--- config.mk ---
export PLATFORM = sky130hd
export DESIGN_NAME = jcu_seq
export DESIGN_NICKNAME = d
export VERILOG_FILES = /design/src/rtl/jcu_seq.sv
export SDC_FILE = /design/constraint.sdc
export NUM_CORES = 1
export LEC_CHECK = 0
export BUFFER_PORTS_ARGS = -buffer_cell sky130_fd_sc_hd__buf_2
export CAP_MARGIN = 25
export CORE_UTILIZATION = 48
export CTS_CLUSTER_DIAMETER = 150
export DETAILED_ROUTE_END_ITERATION = 8
export PLACE_DENSITY = 0.85
export SLEW_MARGIN = 10
export SYNTH_ARGS = -nofsm -noshare
export SYNTH_HDL_FRONTEND = slang
export SYNTH_SLANG_ARGS = --single-unit
--- constraint.sdc ---
create_clock -name CLK_clk -period 2.65 [get_ports CLK_clk]
set_clock_uncertainty 0.1 [all_clocks]
set_input_delay 0 -clock CLK_clk [delete_from_list [all_inputs] [get_ports CLK_clk]]
set_output_delay 0 -clock CLK_clk [all_outputs]
set_load 0.02 [all_outputs]
--- src/rtl/jcu_seq.sv ---
// jcu_seq: self-sequencing control unit for the jcscpu datapath.
// It holds a 4-phase clock generator, a 6-step stepper and a halt latch.
// All outputs are decoded combinationally from ph/st/halt, ir_bus and the flags.
// Optional feature macro: JCU_IO_EN. When it is defined, the IO instruction
// (opcode 111) is decoded. When it is undefined, opcode 111 is a NOP and the
// io_* outputs are tied low.
module jcu_seq #(
    parameter  int REG_BITS = 2,
    localparam int NREGS    = 1 << REG_BITS,
    localparam int IW       = 4 + 2*REG_BITS
) (
    input  logic             CLK_clk,
    input  logic             RST_rst,
    input  logic [0:IW-1]    ir_bus,
    input  logic             flags_co,
    input  logic             flags_alo,
    input  logic             flags_eqo,
    input  logic             flags_z,
    output logic [0:2]       alu_op,
    output logic             alu_ena_ci,
    output logic             bus1_bit1,
    output logic             flags_s,
    output logic             tmp_s,
    output logic             acc_s,
    output logic             ram_mar_s,
    output logic             ram_s,
    output logic             iar_s,
    output logic             ir_s,
    output logic             acc_e,
    output logic             ram_e,
    output logic             iar_e,
    output logic [0:NREGS-1] reg_s,
    output logic [0:NREGS-1] reg_e,
    output logic             io_s,
    output logic             io_e,
    output logic             io_io,
    output logic             io_da,
    output logic             halt,
    output logic [0:5]       step
);
    localparam int OW = 2*REG_BITS;

    typedef enum logic [2:0] {
        ST0 = 3'd0, ST1 = 3'd1, ST2 = 3'd2, ST3 = 3'd3, ST4 = 3'd4, ST5 = 3'd5
    } st_t;

    st_t        st_q, st_d;
    logic [1:0] ph_q, ph_d;
    logic       halt_q, halt_d;

    // instruction fields; ir_bus bit 0 is the MSB
    logic [2:0]          opc;
    logic [REG_BITS-1:0] ra, rb;
    logic [OW-1:0]       opnd;
    logic                is_alu, is_cmp, is_clf, is_halt, taken;

    assign opc     = ir_bus[1:3];
    assign ra      = ir_bus[4:3+REG_BITS];
    assign rb      = ir_bus[4+REG_BITS:IW-1];
    assign opnd    = ir_bus[4:IW-1];
    assign is_alu  = ir_bus[0];
    assign is_cmp  = is_alu && (opc == 3'b111);
    assign is_clf  = !is_alu && (opc == 3'b110) && (opnd == '0);
    assign is_halt = !is_alu && (opc == 3'b110) && (opnd == OW'(1));
    assign taken   = |({ir_bus[4], ir_bus[5], ir_bus[6], ir_bus[7]} &
                       {flags_co, flags_alo, flags_eqo, flags_z});

    // per-step intents, before the phase windows are applied
    logic e_iar, e_ram, e_acc, e_ra, e_rb;
    logic s_flags, s_tmp, s_acc, s_mar, s_ram, s_iar, s_ir, s_rb;
    logic l_bit1, l_ci, l_aluop;
`ifdef JCU_IO_EN
    logic e_io, s_io, l_io;
`endif

    // phase windows; a latched halt silences everything
    logic en_w, set_w, lvl_w;
    assign en_w  = !halt_q && (ph_q != 2'd3);
    assign set_w = !halt_q && (ph_q == 2'd1);
    assign lvl_w = !halt_q;

    // stepper, phase counter and halt latch
    always_ff @(posedge CLK_clk) begin
        if (RST_rst) begin
            st_q   <= ST0;
            ph_q   <= 2'd0;
            halt_q <= 1'b0;
        end else begin
            st_q   <= st_d;
            ph_q   <= ph_d;
            halt_q <= halt_d;
        end
    end

    // advance ph, then st on ph wrap; HALT freezes the counters at st5 ph3
    always_comb begin
        st_d   = st_q;
        ph_d   = ph_q;
        halt_d = halt_q;
        if (!halt_q) begin
            if (ph_q == 2'd3) begin
                if (st_q == ST5 && is_halt) begin
                    halt_d = 1'b1;
                end else begin
                    ph_d = 2'd0;
                    case (st_q)
                        ST0:     st_d = ST1;
                        ST1:     st_d = ST2;
                        ST2:     st_d = ST3;
                        ST3:     st_d = ST4;
                        ST4:     st_d = ST5;
                        default: st_d = ST0;
                    endcase
                end
            end else begin
                ph_d = ph_q + 2'd1;
            end
        end
    end

    // instruction table: which strobes each step wants
    always_comb begin
        e_iar = 1'b0; e_ram = 1'b0; e_acc = 1'b0; e_ra = 1'b0; e_rb = 1'b0;
        s_flags = 1'b0; s_tmp = 1'b0; s_acc = 1'b0; s_mar = 1'b0;
        s_ram = 1'b0; s_iar = 1'b0; s_ir = 1'b0; s_rb = 1'b0;
        l_bit1 = 1'b0; l_ci = 1'b0; l_aluop = 1'b0;
`ifdef JCU_IO_EN
        e_io = 1'b0; s_io = 1'b0; l_io = 1'b0;
`endif
        case (st_q)
            ST0: begin l_bit1 = 1'b1; e_iar = 1'b1; s_mar = 1'b1; s_acc = 1'b1; end
            ST1: begin e_ram = 1'b1; s_ir = 1'b1; end
            ST2: begin e_acc = 1'b1; s_iar = 1'b1; end
            ST3: begin
                if (is_alu) begin
                    e_rb = 1'b1; s_tmp = 1'b1;
                end else begin
                    case (opc)
                        3'b000, 3'b001: begin e_ra = 1'b1; s_mar = 1'b1; end
                        3'b010, 3'b101: begin
                            l_bit1 = 1'b1; e_iar = 1'b1; s_mar = 1'b1; s_acc = 1'b1;
                        end
                        3'b011: begin e_rb = 1'b1; s_iar = 1'b1; end
                        3'b100: begin e_iar = 1'b1; s_mar = 1'b1; end
                        3'b110: begin
                            if (is_clf) begin l_bit1 = 1'b1; s_flags = 1'b1; end
                        end
                        default: begin
`ifdef JCU_IO_EN
                            l_io = 1'b1;
                            if (ir_bus[4]) begin e_rb = 1'b1; s_io = 1'b1; end
`endif
                        end
                    endcase
                end
            end
            ST4: begin
                if (is_alu) begin
                    e_ra = 1'b1; l_ci = 1'b1; l_aluop = 1'b1; s_acc = 1'b1; s_flags = 1'b1;
                end else begin
                    case (opc)
                        3'b000, 3'b010: begin e_ram = 1'b1; s_rb = 1'b1; end
                        3'b001:         begin e_rb = 1'b1; s_ram = 1'b1; end
                        3'b100:         begin e_ram = 1'b1; s_iar = 1'b1; end
                        3'b101:         begin e_acc = 1'b1; s_iar = 1'b1; end
                        3'b111: begin
`ifdef JCU_IO_EN
                            l_io = 1'b1;
                            if (!ir_bus[4]) begin e_io = 1'b1; s_rb = 1'b1; end
`endif
                        end
                        default: ;
                    endcase
                end
            end
            ST5: begin
                if (is_alu) begin
                    if (!is_cmp) begin e_acc = 1'b1; s_rb = 1'b1; end
                end else begin
                    case (opc)
                        3'b010: begin e_acc = 1'b1; s_iar = 1'b1; end
                        3'b101: begin
                            if (taken) begin e_ram = 1'b1; s_iar = 1'b1; end
                        end
                        3'b111: begin
`ifdef JCU_IO_EN
                            l_io = 1'b1;
`endif
                        end
                        default: ;
                    endcase
                end
            end
            default: ;
        endcase
    end

    // apply phase windows to the intents
    always_comb begin
        acc_e      = en_w & e_acc;
        ram_e      = en_w & e_ram;
        iar_e      = en_w & e_iar;
        flags_s    = set_w & s_flags;
        tmp_s      = set_w & s_tmp;
        acc_s      = set_w & s_acc;
        ram_mar_s  = set_w & s_mar;
        ram_s      = set_w & s_ram;
        iar_s      = set_w & s_iar;
        ir_s       = set_w & s_ir;
        bus1_bit1  = lvl_w & l_bit1;
        alu_ena_ci = lvl_w & l_ci;
        alu_op     = (lvl_w && l_aluop) ? ir_bus[1:3] : 3'b000;
        halt       = halt_q | (st_q == ST5 && is_halt);
    end

`ifdef JCU_IO_EN
    assign io_s  = set_w & s_io;
    assign io_e  = en_w & e_io;
    assign io_io = lvl_w & l_io & ir_bus[4];
    assign io_da = lvl_w & l_io & ir_bus[5];
`else
    assign io_s  = 1'b0;
    assign io_e  = 1'b0;
    assign io_io = 1'b0;
    assign io_da = 1'b0;
`endif

    // register selects; RA and RB hitting the same register merge into one bit
    for (genvar i = 0; i < NREGS; i++) begin : g_reg
        assign reg_e[i] = en_w && ((e_ra && ra == REG_BITS'(i)) || (e_rb && rb == REG_BITS'(i)));
        assign reg_s[i] = set_w && s_rb && (rb == REG_BITS'(i));
    end

    for (genvar i = 0; i < 6; i++) begin : g_step
        assign step[i] = (st_q == st_t'(i));
    end
endmodule

==> results of run 1 <==
==> power breakdown <==
part           switching [uW]  internal, uW  total [uW]
Sequential               10.6          97.5         108
Clock                    28.3          50.9        79.2
Combinational            96.9          51.2         148
==> flip-flops by register name (all words and copies together) (netlist names) <==
register  cells
halt_q        1
ph_q          2
st_q          3
==> critical path: cells and delay by family (launching register included) <==
family,cells,cell delay [ns]
AOI/OAI and AO/OA,3,0.89
and+or+nand+nor,1,0.29
DFF,1,0.51
buffers and inverters,1,0.20
==> timing repair <==
item	4_1_cts	5_1_grt
hold buffers	1	0
endpoints found under the hold margin	6	0
buffers inserted	0	0
setup endpoints to repair	0	0
==> kinds of logic after synthesis <==
group,Yosys count,synth area share
AOI/OAI and AO/OA,44,0.360
DFF,6,0.136
buffers and inverters,24,0.126
adders and majority gates,3,0.0425
other,1,0.00425
and+or+nand+nor,55,0.331
==> final cells by class <==
| class | instances | area share |
|---|---|---|
| sequential | 6 | 0.109 |
| tap | 25 | 0.0283 |
| clock buffer | 3 | 0.0204 |
| inverter | 11 | 0.0374 |
| timing repair buffer | 44 | 0.204 |
| multi-input combinational | 106 | 0.601 |
==> cells in the final DEF (no fill, tap or decap), drive strengths merged, types with 2 or more instances in the layout <==
master	instances
a211oi	3
a21boi	2
a21oi	13
a22oi	2
and2	3
buf	43
clkbuf	3
conb	4
dfxtp	6
ha	3
inv	11
nand2	9
nand2b	2
nand3b	6
nor2	16
nor2b	2
nor3	9
o21ai	7
o22ai	3
o32ai	2
or3b	2
==> metrics by stage <==
| step | util | worst slack (ns) | total power (uW) | area, um^2 |
|---|---|---|---|---|
| 2_1_floorplan | - | 0.678 | 213 | 895 |
| 3_3_place_gp | 0.620 | 0.806 | 250 | 1070 |
| 3_5_place_dp | 0.620 | 0.661 | 254 | 1070 |
| 4_1_cts | 0.639 | 0.397 | 339 | 1100 |
| 5_1_grt | 0.639 | 0.193 | 355 | 1100 |
| 6_report | 0.639 | 0.418 | 335 | 1100 |
==> path summary, 6_finish.rpt <==
check	start	endpoint	slack, ns	cells past startpoint
setup / recovery	st_q[0]	iar_s	0.42	5
hold / removal	ir_bus[7]	halt_q	0.20	4
setup reg to reg	st_q[0]	st_q[2]	0.83	4
hold reg to reg	ph_q[0]	ph_q[0]	0.41	1
==> per-layer routing <==
layer	GRT usage	vias up	wire length (um)
li1	-	548	-
met5	0	-	0
met4	0.0909	0	0
met1	0.337	488	1080
met3	0.0360	0	225
met2	0.429	64	1280
==> flow_summary.toml, run 1 <==
[run_status]
status = "finished clean"

[yosys]
synth_top_area_share = 0.136
synth_most_common_cell = "nor2_1"
synthArstFlopShare = 0
synth_cells = 133
syn-mean-instance-area_um2 = 6.64
yosys_warnings = 0
ys_ff_latch = 6
synth_top_area_cell = "dfxtp_1"
synthesis.area_um2 = 883
synth_ff_type = "dfxtp_1"
yosysUniqueCellTypes = 42
ys_top_cells_by_area = "dfxtp_1 14%, a21oi_1 7.4%, nor2_1 6.8%, nor3_1 5.1%, nand3b_1 5.1%"
synth_edf_count = 0
synthTopCellsByCount = "16 x nor2_1, 13 x a21oi_1, 9 x nand2_1, 9 x nor3_1, 8 x inv_1"
yosysSeqAreaShare = 0.136

[floorplanning]
core_um2 = 1730
ios = 48
die_h_um = 44.9
die_area_um2 = 2020
initial_core_util = 0.512
rows = 15
die_w_um = 44.9

[timing]
slew_headroom = 0.629
rsz0062_at_grt = "false"
period_share = 0.842
hold_viol = 0
max_slew.worst_pin.slew_ns = 0.553
setup_viol_count_final = 0
hold_ws_ns = 0.200
fin_crit_ns = 2.23
fmax_mhz = 448
slew_viol_final = 0
timing.setup.tns_ns = 0

[routing]
drtIter0Drc = 56
wire_per_inst_um = 13.3
drt_drc_violations_left = 0
ant_nets = 0
routed_wl_um = 2590
drt-vias-per-instance = 5.64
num_vias = 1100
dr.pass1.iters = 4

[clocking]
cts_resized = 0
cts_max_path_buffers = 2
insertion_delay_ns = 0.24
root_buffer = "clkbuf_4"
cts_buffers = 3
htree_levels = 1
clock_sinks = 6
cts_tree = "built"
path_clk_slew_ns = 0.04

[cells_and_area]
seq_area_um2 = 120
antennaDiodeCount = 0
multi_input_area_um2 = 663
area_delta_synth_final_pct = 24.9
nets = 189
num-fill-cells = 171
final_cells = 195
drive_gt1_frac = 0.306

[setup_path]
worstSetupPathType = "flop to output port"
startpoint_type = "flop"
slowest_stage = "a2111oi_1"
required_ns = 2.55
slowest_delay_ns = 0.53
critPathMaxFanout = 13
endpoint_kind = "output port"
path_cells = "nand3b_1, a2111oi_1, o21ai_1, a211oi_1, buf_2"
arrival_ns = 2.13

[global_route]
grt-ovfl-total = 0
track_usage = 0.257
grt_max_degree = 14
grt_pass1_vias = 885
grt_pass1_wl_um = 3850
antenna_found_initial = 0

[placement]
place_congestion = 0.938
dp_hpwl_um = 2020
portBuffers = 43
dp.cells = 191

[flow_run]
cap_violations = 0

[power_and_ir_drop]
ir_drop_uv = 252
cellLeakagePower_uw = 0.000584
power.density_nw_per_um2 = 304

[hold_path]
min_path_type = "input pin to flop"
Note: power is estimated with default switching activity, not from simulation.
==> run 2, diff against run 1 <==
--- a/config.mk
+++ b/config.mk
@@ -5,12 +5,13 @@
 export SDC_FILE = /design/constraint.sdc
 export NUM_CORES = 1
 export LEC_CHECK = 0
+export ABC_AREA = 1
 export BUFFER_PORTS_ARGS = -buffer_cell sky130_fd_sc_hd__buf_2
 export CAP_MARGIN = 25
-export CORE_UTILIZATION = 48
+export CORE_UTILIZATION = 46
 export CTS_CLUSTER_DIAMETER = 150
 export DETAILED_ROUTE_END_ITERATION = 8
-export PLACE_DENSITY = 0.85
+export PLACE_DENSITY = 0.8
 export SLEW_MARGIN = 10
 export SYNTH_ARGS = -nofsm -noshare
 export SYNTH_HDL_FRONTEND = slang
==> constraint.sdc (replaced) <==
create_clock -name CLK_clk -period 2.1 [get_ports CLK_clk]
set_clock_uncertainty 0.1 [all_clocks]
set_input_delay 0 -clock CLK_clk [delete_from_list [all_inputs] [get_ports CLK_clk]]
set_output_delay 0 -clock CLK_clk [all_outputs]
set_load 0.02 [all_outputs]
==> flow_summary.toml, run 2 <==
[run_status]
status = "finished clean"

[setup_path]
crit_path_end = "reg_e[1]"
worstSetupPathType = "flop to output port"
required_ns = 2.00
reg2reg_depth = 7
critPathLaunch = "st_q[2]"
critPathMaxFanout = 10
ff2ff_setup_slack_ns = 0.57
crit-reg2reg-launch = "st_q[2]"
r2r-end = "ph_q[1]"
arrival_ns = 1.78
endpoint_kind = "output port"
startpoint_type = "flop"

[power_and_ir_drop]
p_switching_uw = 197
p_int_uw = 254
cellLeakagePower_uw = 0.000778
p_total_uw = 450
combPwrFrac = 0.467
ir_drop_uv = 400
p_seq_frac = 0.299
swShare = 0.437
clock_power_share = 0.235
power.density_nw_per_um2 = 369

[clocking]
htree_levels = 1
insertion_delay_ns = 0.24
cts_buffers = 3
cts_resized = 0
clock_sinks = 6
root_buffer = "clkbuf_4"
cts_tree = "built"
cts_max_path_buffers = 2
path_clk_slew_ns = 0.05

[routing]
drt-vias-per-instance = 4.68
dr.pass1.iters = 4
wire_per_inst_um = 9.82
drt_drc_violations_left = 0
routed_wl_um = 2630
drtIter0Drc = 20
num_vias = 1254
ant_nets = 0

[cells_and_area]
seq_area_um2 = 120
num-fill-cells = 218
drive_gt1_frac = 0.237
mostFrequentLayoutCell = "nand2_1"
reg_top3 = "st_q x3, ph_q x2, halt_q x1"
final_util = 0.616
antennaDiodeCount = 0
largest_reg_flops = 3
nets = 260
mostFrequentLayoutCells = "55 x nand2_1, 45 x nor2_1, 43 x buf_2"
top_register = "st_q"
area_delta_synth_final_pct = 25.2
final_area_um2 = 1220
multi_input_area_um2 = 679

[timing]
fin_crit_ns = 1.88
rsz0062_at_grt = "false"
fmax_mhz = 532
period_share = 0.895
hold_viol = 0
timing.setup.tns_ns = 0
setup_viol_count_final = 0
slew_viol_final = 0

[floorplanning]
die_area_um2 = 2310
die_h_um = 48.0
core_um2 = 1980
ios = 48
die_w_um = 48.0
initial_core_util = 0.492
rows = 16

[global_route]
grt_max_degree = 11
grt_pass1_wl_um = 4110
grt_pass1_vias = 976
grt-ovfl-total = 0
antenna_found_initial = 0
track_usage = 0.249

[yosys]
yosys_warnings = 0
synth_cells = 198
syn-mean-instance-area_um2 = 4.92
yosysSeqAreaShare = 0.123
synth_top_area_cell = "nand2_1"
ys_ff_latch = 6
synthTopCellsByCount = "55 x nand2_1, 45 x nor2_1, 35 x inv_1"
synth_top_area_share = 0.212
synth_most_common_cell = "nand2_1"
synth_edf_count = 0
synth_ff_type = "dfxtp_1"
synthArstFlopShare = 0
synthesis.area_um2 = 975
yosysUniqueCellTypes = 22
ys_top_cells_by_area = "nand2_1 21%, nor2_1 17%, inv_1 13%, dfxtp_1 12%, nand3_1 5.6%"

[hold_path]
min_path_type = "input pin to flop"

[placement]
place_congestion = 0.903
dp_hpwl_um = 2180
portBuffers = 43
place_area_um2 = 1190

[flow_run]
cap_violations = 0
-- run 2: cell count changes after synthesis, moves of 6 or more --
cell and delta:
nand3b_1 -6, clkbuf_1 -6, nor2_1 +29, nand3_1 +10
nand2_1 +46, inv_1 +27
-- run 2: what timing repair did --
item / 4_1_cts / 5_1_grt
hold buffers: 1 / 0
hold endpoints to repair: 6 / 0
buffers inserted: 0 / 0
-- run 2: routing by layer --
layer	vias up	share of wire	global-route usage
li1	686	-	-
met1	531	0.52	0.382
met2	37	0.43	0.373
met3	0	0.054	0.0453
met4	0	0	0.0167
met5	-	0	0
-- run 2: metrics by stage --
stage | std cells | hold slack, ns | setup slack (ns)
after global placement | 264 | 0.131 | 0.547
after CTS | 268 | 0.187 | 0.228
final | 268 | 0.184 | 0.221
after floorplan | 201 | -0.0276 | 0.368
after detailed placement | 264 | 0.131 | 0.497
after global routing | 268 | 0.261 | 0.0847
-- run 2: cells by family after synthesis --
group,after synthesis,share of synthesized area
compound gates,19,0.104
fa+ha+maj,3,0.0385
other cells,1,0.00385
flops,6,0.123
simple gates,125,0.539
buf+inv,44,0.191
-- run 2: final cells by class --
class                   count  share of cell area
clock buffers               3              0.0185
repair buffers             44               0.185
flip-flops and latches      6              0.0985
well taps                  27              0.0277
inverters                  37               0.114
multi-input cells         151               0.557
-- run 2: power groups by stage --
stage	logic [uW]	clock network, uW	registers [uW]
floorplan	154	0	132
global placement	206	0	136
detailed placement	206	0	136
CTS	209	110	134
global route	236	125	136
finish	210	106	134
-- run 2: how the worst min path moves through the flow --
stage,slack (ns),from,cells after the start,end
after floorplan,-0.03,RST_rst,1,halt_q
after global placement,0.13,RST_rst,2,halt_q
after detailed placement,0.13,RST_rst,2,halt_q
after CTS,0.19,ir_bus[3],8,ph_q[1]
after global routing,0.26,ir_bus[3],8,ph_q[1]
final,0.18,ir_bus[3],8,ph_q[1]
-- run 2: critical path, cell delays in order (launching register included) --
cell and delay, ns:
dfxtp_1 0.55, nand2_1 0.23, inv_2 0.16, nand2_2 0.09
o21ai_2 0.09, nand2_1 0.08, a21oi_1 0.14, buf_2 0.18
==> run 3, diff against run 2 <==
--- a/config.mk
+++ b/config.mk
@@ -11,7 +11,7 @@
 export CORE_UTILIZATION = 46
 export CTS_CLUSTER_DIAMETER = 150
 export DETAILED_ROUTE_END_ITERATION = 8
-export PLACE_DENSITY = 0.8
+export PLACE_DENSITY = 0.91
 export SLEW_MARGIN = 10
 export SYNTH_ARGS = -nofsm -noshare
 export SYNTH_HDL_FRONTEND = slang
==> flow_summary.toml, run 3 (synthesis results as in run 2) <==
[run_status]
status = "finished clean"

[timing]
fmax_mhz = 541
hold_viol = 0
rsz0062_at_grt = "false"
slew_viol_final = 0
setup_viol_count_final = 0
hold_ws_ns = 0.204
period_share = 0.881
timing.setup.tns_ns = 0
fin_crit_ns = 1.85

[global_route]
grt_max_degree = 11
grt_pass1_wl_um = 4200
antenna_found_initial = 0
grt-ovfl-total = 0
track_usage = 0.249
grt_pass1_vias = 1027

[setup_path]
crit_family = "flip-flops"
path_buf_inv = 2
reg2reg_depth = 7
startpoint_type = "flop"
endpoint_kind = "output port"
crit_top_cell = "nand2_1"
required_ns = 2.00
crit-reg2reg-launch = "st_q[2]"
ff2ff_setup_slack_ns = 0.55
slowest_stage = "dfxtp_1"
critPathMaxFanout = 10
arrival_ns = 1.75
r2r-end = "ph_q[1]"
worstSetupPathType = "flop to output port"
slowest_delay_ns = 0.54
path_cells = "nand2_1, inv_2, nand2_2, o21ai_2, nand2_1, a21oi_1, buf_2"
critPathLaunch = "st_q[2]"

[routing]
wire_per_inst_um = 10.1
num_vias = 1335
drt_drc_violations_left = 0
drt-vias-per-instance = 4.98
routed_wl_um = 2690
drtIter0Drc = 56
ant_nets = 0
dr.pass1.iters = 4

[power_and_ir_drop]
cellLeakagePower_uw = 0.000778
ir_drop_uv = 457
power.density_nw_per_um2 = 371

[cells_and_area]
reg_top3 = "st_q x3, ph_q x2, halt_q x1"
final_util = 0.616
mostFrequentLayoutCells = "55 x nand2_1, 45 x nor2_1, 43 x buf_2"
largest_reg_flops = 3
drive_gt1_frac = 0.237
final_area_um2 = 1220
nets = 260
area_delta_synth_final_pct = 25.2
mostFrequentLayoutCell = "nand2_1"
antennaDiodeCount = 0
num-fill-cells = 201
top_register = "st_q"
final_cells = 268
seq_area_um2 = 120
multi_input_area_um2 = 679

[placement]
dp.cells = 264
place_congestion = 0.923
place_area_um2 = 1190
dp_hpwl_um = 2210
portBuffers = 43

[clocking]
cts_resized = 0
cts_max_path_buffers = 2
cts_buffers = 3
htree_levels = 1
clock_sinks = 6
insertion_delay_ns = 0.24
path_clk_slew_ns = 0.04
cts_tree = "built"
ctsHoldBuffers = 1
postCtsSetupBuffers = 0
root_buffer = "clkbuf_4"

[floorplanning]
die_h_um = 48.0
ios = 48
initial_core_util = 0.492
die_w_um = 48.0
rows = 16
die_area_um2 = 2310
core_um2 = 1980

[hold_path]
hold_end = "ph_q[1]"
hold_start = "ir_bus[3]"
hold_depth = 8
min_path_type = "input pin to flop"

[flow_run]
cap_violations = 0
-- run 3: cell counts in the layout (fill, tap and decap cells not counted) --
No cell type changed its count.
-- run 3: report_power, final --
group          total, uW  switching [uW]  internal, uW
sequential           135            12.5           123
combinational        212             146          66.7
clock                104            39.9          64.5
-- run 3: per-stage QoR --
| stage | setup slack [ns] | total power, uW |
|---|---|---|
| after floorplan | 0.368 | 286 |
| after global placement | 0.545 | 342 |
| after detailed placement | 0.539 | 345 |
| after CTS | 0.261 | 456 |
| after global routing | 0.104 | 491 |
| final | 0.251 | 452 |
-- run 3: worst max-delay path by stage --
stage               endpoint  slack [ns]  cells past startpoint
detailed placement  reg_e[2]        0.54                      7
floorplan              acc_e        0.37                      6
global placement    reg_e[0]        0.55                      7
finish              reg_e[2]        0.25                      7
CTS                 reg_e[2]        0.26                      7
global route        reg_e[1]        0.10                      7
-- run 3: layout make-up --
class                      count  share of cell area
multi-input combinational    151               0.557
sequential                     6              0.0985
inverter                      37               0.114
timing repair buffer          44               0.185
clock buffer                   3              0.0185
tap                           27              0.0277
-- run 3: per-layer routing --
| metal | vias to the layer above | share of wire | track usage |
|---|---|---|---|
| li1 | 681 | - | - |
| met1 | 593 | 0.47 | 0.382 |
| met4 | 0 | 0 | 0 |
| met2 | 61 | 0.45 | 0.389 |
| met5 | - | 0 | 0 |
| met3 | 0 | 0.081 | 0.0340 |
-- run 3: worst reg2reg max path: stages, from the launching register on --
cell     delay [ns]
dfxtp_1        0.54
nand3_2        0.19
inv_1          0.15
nand3_2        0.13
nand2_2        0.09
nand2_1        0.08
nor2_1         0.11
nor2_1         0.05
